`src/rtl/instr_encode_loader.sv`:
```
// rtl/instr_encode_loader.sv - encodes symbolic instruction fields into 16-bit ISA words and loads them into instruction RAM
// Optional macro WAIT_PAD_EN: append one WAIT word (16'h0000) after the program when capacity remains.
module instr_encode_loader #(
  parameter int ADDR_W    = 10,
  parameter int BASE_ADDR = 0,
  parameter int MAX_WORDS = 1024
) (
  input  logic              clk,
  input  logic              reset,
  input  logic              start,
  input  logic              in_valid,
  output logic              in_ready,
  input  logic [1:0]        in_kind,
  input  logic [3:0]        in_code,
  input  logic [3:0]        in_rdest,
  input  logic [3:0]        in_rsrc,
  input  logic [7:0]        in_imm,
  input  logic              in_last,
  output logic [ADDR_W-1:0] ram_addr,
  output logic [15:0]       ram_din,
  output logic              ram_en,
  output logic              ram_we,
  output logic [ADDR_W:0]   word_count,
  output logic              cpu_run,
  output logic              err_illegal,
  output logic              err_overflow
);

  localparam logic [ADDR_W-1:0] BASE_A = ADDR_W'(BASE_ADDR);
  localparam logic [ADDR_W:0]   MAX_W  = (ADDR_W + 1)'(MAX_WORDS);

  typedef enum logic [2:0] {
    S_IDLE,
    S_ACCEPT,
    S_WRITE,
`ifdef WAIT_PAD_EN
    S_PAD,
`endif
    S_FINISH,
    S_ERROR
  } state_t;

  state_t            state, state_n;
  logic [15:0]       enc, enc_q;
  logic              enc_illegal;
  logic              last_q;
  logic [ADDR_W-1:0] addr_q;
  logic [ADDR_W:0]   count_q;
  logic              err_illegal_q, err_overflow_q;
  logic              full_next;

  assign ram_addr     = addr_q;
  assign word_count   = count_q;
  assign err_illegal  = err_illegal_q;
  assign err_overflow = err_overflow_q;
  assign full_next    = (count_q + 1'b1) == MAX_W;

  always_comb begin
    enc         = 16'h0000;
    enc_illegal = 1'b0;
    case (in_kind)
      2'd0: enc = {4'b0000, in_rdest, in_code, in_rsrc};
      2'd1: begin
        enc         = {in_code, in_rdest, in_imm};
        enc_illegal = (in_code < 4'd5);
      end
      2'd2: begin
        // LOAD and STOR differ only in bit 6 of the word
        if (in_code == 4'd0)      enc = {4'b0100, in_rdest, 4'b0000, in_rsrc};
        else if (in_code == 4'd1) enc = {4'b0100, in_rdest, 4'b0100, in_rsrc};
        else                      enc_illegal = 1'b1;
      end
      default: enc_illegal = 1'b1;
    endcase
  end

  always_comb begin
    state_n  = state;
    in_ready = 1'b0;
    ram_en   = 1'b0;
    ram_we   = 1'b0;
    ram_din  = 16'h0000;
    cpu_run  = 1'b0;
    case (state)
      S_IDLE: if (start) state_n = S_ACCEPT;
      S_ACCEPT: begin
        in_ready = 1'b1;
        if (in_valid) state_n = enc_illegal ? S_ERROR : S_WRITE;
      end
      S_WRITE: begin
        ram_en  = 1'b1;
        ram_we  = 1'b1;
        ram_din = enc_q;
        if (last_q || full_next) begin
`ifdef WAIT_PAD_EN
          state_n = full_next ? S_FINISH : S_PAD;
`else
          state_n = S_FINISH;
`endif
        end else begin
          state_n = S_ACCEPT;
        end
      end
`ifdef WAIT_PAD_EN
      S_PAD: begin
        ram_en  = 1'b1;
        ram_we  = 1'b1;
        state_n = S_FINISH;
      end
`endif
      S_FINISH: cpu_run = 1'b1;
      default: ;
    endcase
  end

  always_ff @(posedge clk) begin
    if (reset) begin
      state          <= S_IDLE;
      enc_q          <= 16'h0000;
      last_q         <= 1'b0;
      addr_q         <= BASE_A;
      count_q        <= '0;
      err_illegal_q  <= 1'b0;
      err_overflow_q <= 1'b0;
    end else begin
      state <= state_n;
      case (state)
        S_IDLE: if (start) begin
          addr_q         <= BASE_A;
          count_q        <= '0;
          err_illegal_q  <= 1'b0;
          err_overflow_q <= 1'b0;
        end
        S_ACCEPT: if (in_valid) begin
          enc_q  <= enc;
          last_q <= in_last;
          if (enc_illegal) err_illegal_q <= 1'b1;
        end
        S_WRITE: begin
          count_q <= count_q + 1'b1;
          // hold the address on the final slot so it never runs past the window
          if (!full_next) addr_q <= addr_q + 1'b1;
          if (full_next && !last_q) err_overflow_q <= 1'b1;
        end
`ifdef WAIT_PAD_EN
        S_PAD: begin
          count_q <= count_q + 1'b1;
          if (!full_next) addr_q <= addr_q + 1'b1;
        end
`endif
        default: ;
      endcase
    end
  end

endmodule

```
`config.mk`:
```
export PLATFORM = sky130hd
export DESIGN_NAME = instr_encode_loader
export DESIGN_NICKNAME = d
export VERILOG_FILES = /design/src/rtl/instr_encode_loader.sv
export SDC_FILE = /design/constraint.sdc
export NUM_CORES = 1
export LEC_CHECK = 0
export CELL_PAD_IN_SITES_DETAIL_PLACEMENT = 1
export CELL_PAD_IN_SITES_GLOBAL_PLACEMENT = 2
export CORE_AREA = 2 2 92 117
export DETAILED_ROUTE_END_ITERATION = 10
export DIE_AREA = 0 0 94 119
export GPL_TIMING_DRIVEN = 0
export PLACE_DENSITY = 0.85
export SYNTH_ARGS = -nofsm -noshare
export SYNTH_HDL_FRONTEND = slang
export SYNTH_SLANG_ARGS = --single-unit
```
`constraint.sdc`:
```
create_clock -name clk -period 1.9 [get_ports clk]
set_input_delay 0.38 -clock clk [delete_from_list [all_inputs] [get_ports clk]]
set_output_delay 0.38 -clock clk [all_outputs]
set_load 0.1 [all_outputs]
```
==> flow_summary.json <==
{
  "n_antenna_cell": 0,
  "worst_pin_slew_ns": 0.9661,
  "grt_pass1_vias": 2785,
  "synth_cell_types": 56,
  "violations": "setup timing",
  "worstPathCellList": "buf_6 > nand4_1 > buf_4 > buf_4 > buf_4 > buf_4 > buf_4 > buf_4 > nor2_4 > o21ai_1 > nand2_1 > a21oi_1",
  "muxShareOfSynthArea": 0.01692,
  "drc": 0,
  "synth_top_area_cell": "dfxtp_1",
  "met1_usage": 0.1777,
  "ir_worst_vdd_mv": 0.3108,
  "regToRegStartpoint": "word_count[6]$_SDFFE_PP0P_",
  "drtIter0Drc": 62,
  "cpPeakStageDelay_ns": 0.36,
  "synthSimpleGateAreaFrac": 0.2782,
  "synth-async-reset-ratio": 0,
  "synth_area_um2": 2366,
  "cts_made_buffers": 5,
  "whs_path_depth": 2,
  "grt_usage": 0.1593,
  "synth_xor_area_frac": 0.007403,
  "core_um2": 10250,
  "die_w_um": 94,
  "start_util": 0.2309,
  "fin_tns_setup_ns": -0.3283,
  "drv_cap": 0,
  "crit_path_top_delay_cell": "dfxtp_4",
  "fmax_ghz": 0.5079,
  "synth_edf_count": 0,
  "die-area_um2": 11190,
  "wire_per_inst_um": 17.03,
  "setup_viol": 10,
  "synthFlopType": "dfxtp_1",
  "finClkSkew_ns": 0.009432,
  "yosys-top-cells-area": "dfxtp_1, nor2_1, and3_1",
  "status": "complete, but fails checks",
  "vias": 2661,
  "drive_above_1_share": 0.4106,
  "cp_max_fo": 7,
  "yosysWarnings": 0,
  "finalWirelength_um": 9011,
  "synth_cells": 296,
  "grt_pass1_wl_um": 14170,
  "max-slew-margin-rel": 0.3585,
  "synth_seq_cells": 43,
  "period_share": 1.036,
  "portBuffers": 67,
  "cts-root-buf": "clkbuf_16",
  "timing.hold.ws_ns": 0.4590,
  "clk_pin_slew_ns": 0.07,
  "leakage_nw": 1.570,
  "grt_antenna_before_repair": 0,
  "rsz0062_at_grt": "true",
  "synth_area_per_cell_um2": 7.993,
  "critPathBufInv": 7,
  "overflow": 0,
  "gp_congestion": 0.8019,
  "regToRegSetupSlack_ns": -0.07,
  "endpoint_kind": "flip-flop",
  "tritoncts": "built",
  "drt_first_pass_iters": 4,
  "hp-class": "flip-flop to flip-flop",
  "area_delta_synth_final_pct": 77.31,
  "reg2reg_depth": 12,
  "h-tree-depth": 2,
  "top_usage_layer": "met2",
  "layout_min_cycle_time_ns": 1.969,
  "grt.met2_usage": 0.2987,
  "synth_top_family_by_area": "simple AND/OR/NAND/NOR gates",
  "finalHoldViolations": 0,
  "layout.nets": 425,
  "antenna_left": 0,
  "arrival_ns": 2.12,
  "worstHoldStart": "enc_q[15]$_SDFFE_PP0P_",
  "hpwl_um": 5999,
  "grt_max_degree": 15,
  "yosysSeqAreaShare": 0.3638,
  "synthAdderAreaFrac": 0.01058,
  "viasPerCell": 5.030,
  "critPathKind": "flip-flop to flip-flop",
  "powerDensity_nw_per_um2": 699.6,
  "clockBufferDepth": 2,
  "crit_required_ns": 2.06,
  "insertion_delay_ns": 0.29,
  "crit_path_frequent_cell": "buf_4",
  "use_met3": 0.02467,
  "synth_compound_area_frac": 0.2565,
  "setup_ws_ns": -0.06877,
  "reg2reg_to": "word_count[8]$_SDFFE_PP0P_",
  "netlist.area_leader.share": 0.3638,
  "worstSetupStartpointType": "flip-flop",
  "syn_nets": 325,
  "pin_count": 70,
  "chipHeight_um": 119,
  "crit_family": "buffers and inverters",
  "cts_sinks": 43,
  "total_power_w": 0.002935,
  "slew_violations": 0,
  "hold_path_end": "enc_q[15]$_SDFFE_PP0P_",
  "num_rows": 42
}
==> routing by layer <==
| layer | vias up | wire length, µm |
|---|---|---|
| met2 | 59 | 4941 |
| met5 | - | 0 |
| met4 | 0 | 174 |
| met3 | 12 | 257 |
| met1 | 1295 | 3638 |
| li1 | 1295 | - |
==> worst reg2reg max path, stage by stage (launching register included) <==
cell	delay [ns]
dfxtp_4	0.36
buf_6	0.13
nand4_1	0.21
buf_4	0.22
buf_4	0.12
buf_4	0.12
buf_4	0.12
buf_4	0.13
buf_4	0.14
nor2_4	0.08
o21ai_1	0.06
nand2_1	0.10
a21oi_1	0.06
==> synth_stat cells (all sizes together) (3+ instances only) <==
cell type and n:
dfxtp 43, nor2 36, nand2 23, a21oi 20, and3 20, nand3 16
clkbuf 14, o21ai 14, a22oi 11, nor3 11, inv 9, a31oi 8
buf 8, nand4 5, a22o 4, a311oi 4, and2 4, mux2i 4
nor4 4, o21a 4, nor3b 3, o211ai 3, o22a 3
==> cells by family (layout without fill, tap and decap cells) <==
logic type / after synthesis / count (layout)
adder cells (fa/ha/maj): 2 / 2
flip-flops: 43 / 43
buffers and inverters: 31 / 132
AND/OR/NAND/NOR: 128 / 128
AO/OA/AOI/OAI: 86 / 86
multiplexers: 4 / 4
XOR/XNOR: 2 / 2
==> cells in the final DEF, fill, tap and decap left out, drive strengths merged, types with 3 or more instances in the layout <==
cell            n
nand2          23
a31oi           8
nand4           5
and3           20
and2            4
dfxtp          43
inv             9
nand3          16
o22a            3
o21a            4
clkdlybuf4s50  24
nor3           11
dlygate4sd2     7
a22oi          11
o211ai          3
clkbuf         27
nor4            4
o21ai          14
nor2           36
buf            52
mux2i           4
clkdlybuf4s15  11
nor3b           3
a22o            4
a311oi          4
a21oi          20
==> state kept, by name, indices dropped and copies added (netlist names) <==
name and flops:
ram_addr 10, err_overflow 1, last_q 1, enc_q 16, err_illegal 1, word_count 11, state 3
==> area by class of cell <==
cell class	count	area, µm²
Tap cell	132	165.2
Inverter	9	41.29
Sequential cell	43	917.1
Multi-Input combinational cell	222	1658
Fill cell	1169	6052
Clock inverter	2	37.54
Buffer	22	214.0
Clock buffer	6	150.1
Timing Repair Buffer	93	1012
==> worst max-delay path by stage <==
stage / startpoint / to / slack (ns) / cells past startpoint
5_1_grt: word_count[6]$_SDFFE_PP0P_ / word_count[8]$_SDFFE_PP0P_ / -0.16 / 12
3_3_place_gp: state[2]$_SDFFE_PP0P_ / ram_din[6] / -1.07 / 5
3_5_place_dp: state[2]$_SDFFE_PP0P_ / ram_din[8] / -1.08 / 5
6_report: word_count[6]$_SDFFE_PP0P_ / word_count[8]$_SDFFE_PP0P_ / -0.07 / 12
2_1_floorplan: state[2]$_SDFFE_PP0P_ / enc_q[14]$_SDFFE_PP0P_ / -0.22 / 5
4_1_cts: word_count[1]$_SDFFE_PP0P_ / ram_addr[4]$_SDFFE_PP0P_ / -0.08 / 8
==> where the power goes <==
| part | switching, W | internal (W) |
|---|---|---|
| logic | 0.000542 | 0.000323 |
| registers | 0.0000478 | 0.000929 |
| clock network | 0.000393 | 0.000701 |
| total | 0.000983 | 0.00195 |
==> through the flow <==
step	cells	cell area (µm²)	worst slack, ns	util
final	529	4195	-0.06877	0.4094
after floorplan	296	2626	-0.2182	-
after CTS	520	4009	-0.07963	0.3912
after detailed placement	495	3462	-1.084	0.3379
after global routing	529	4195	-0.1595	0.4094
after global placement	495	3462	-1.073	0.3379
==> what timing repair did <==
item	4_1_cts	5_1_grt
pin swaps	12	15
cloned	2	1
endpoints found under the setup margin	56	39
setup buffers	15	8
hold endpoints to repair	0	0
hold buffers	0	0
resized for setup	228	41
Note: power is estimated with default switching activity, not from simulation.
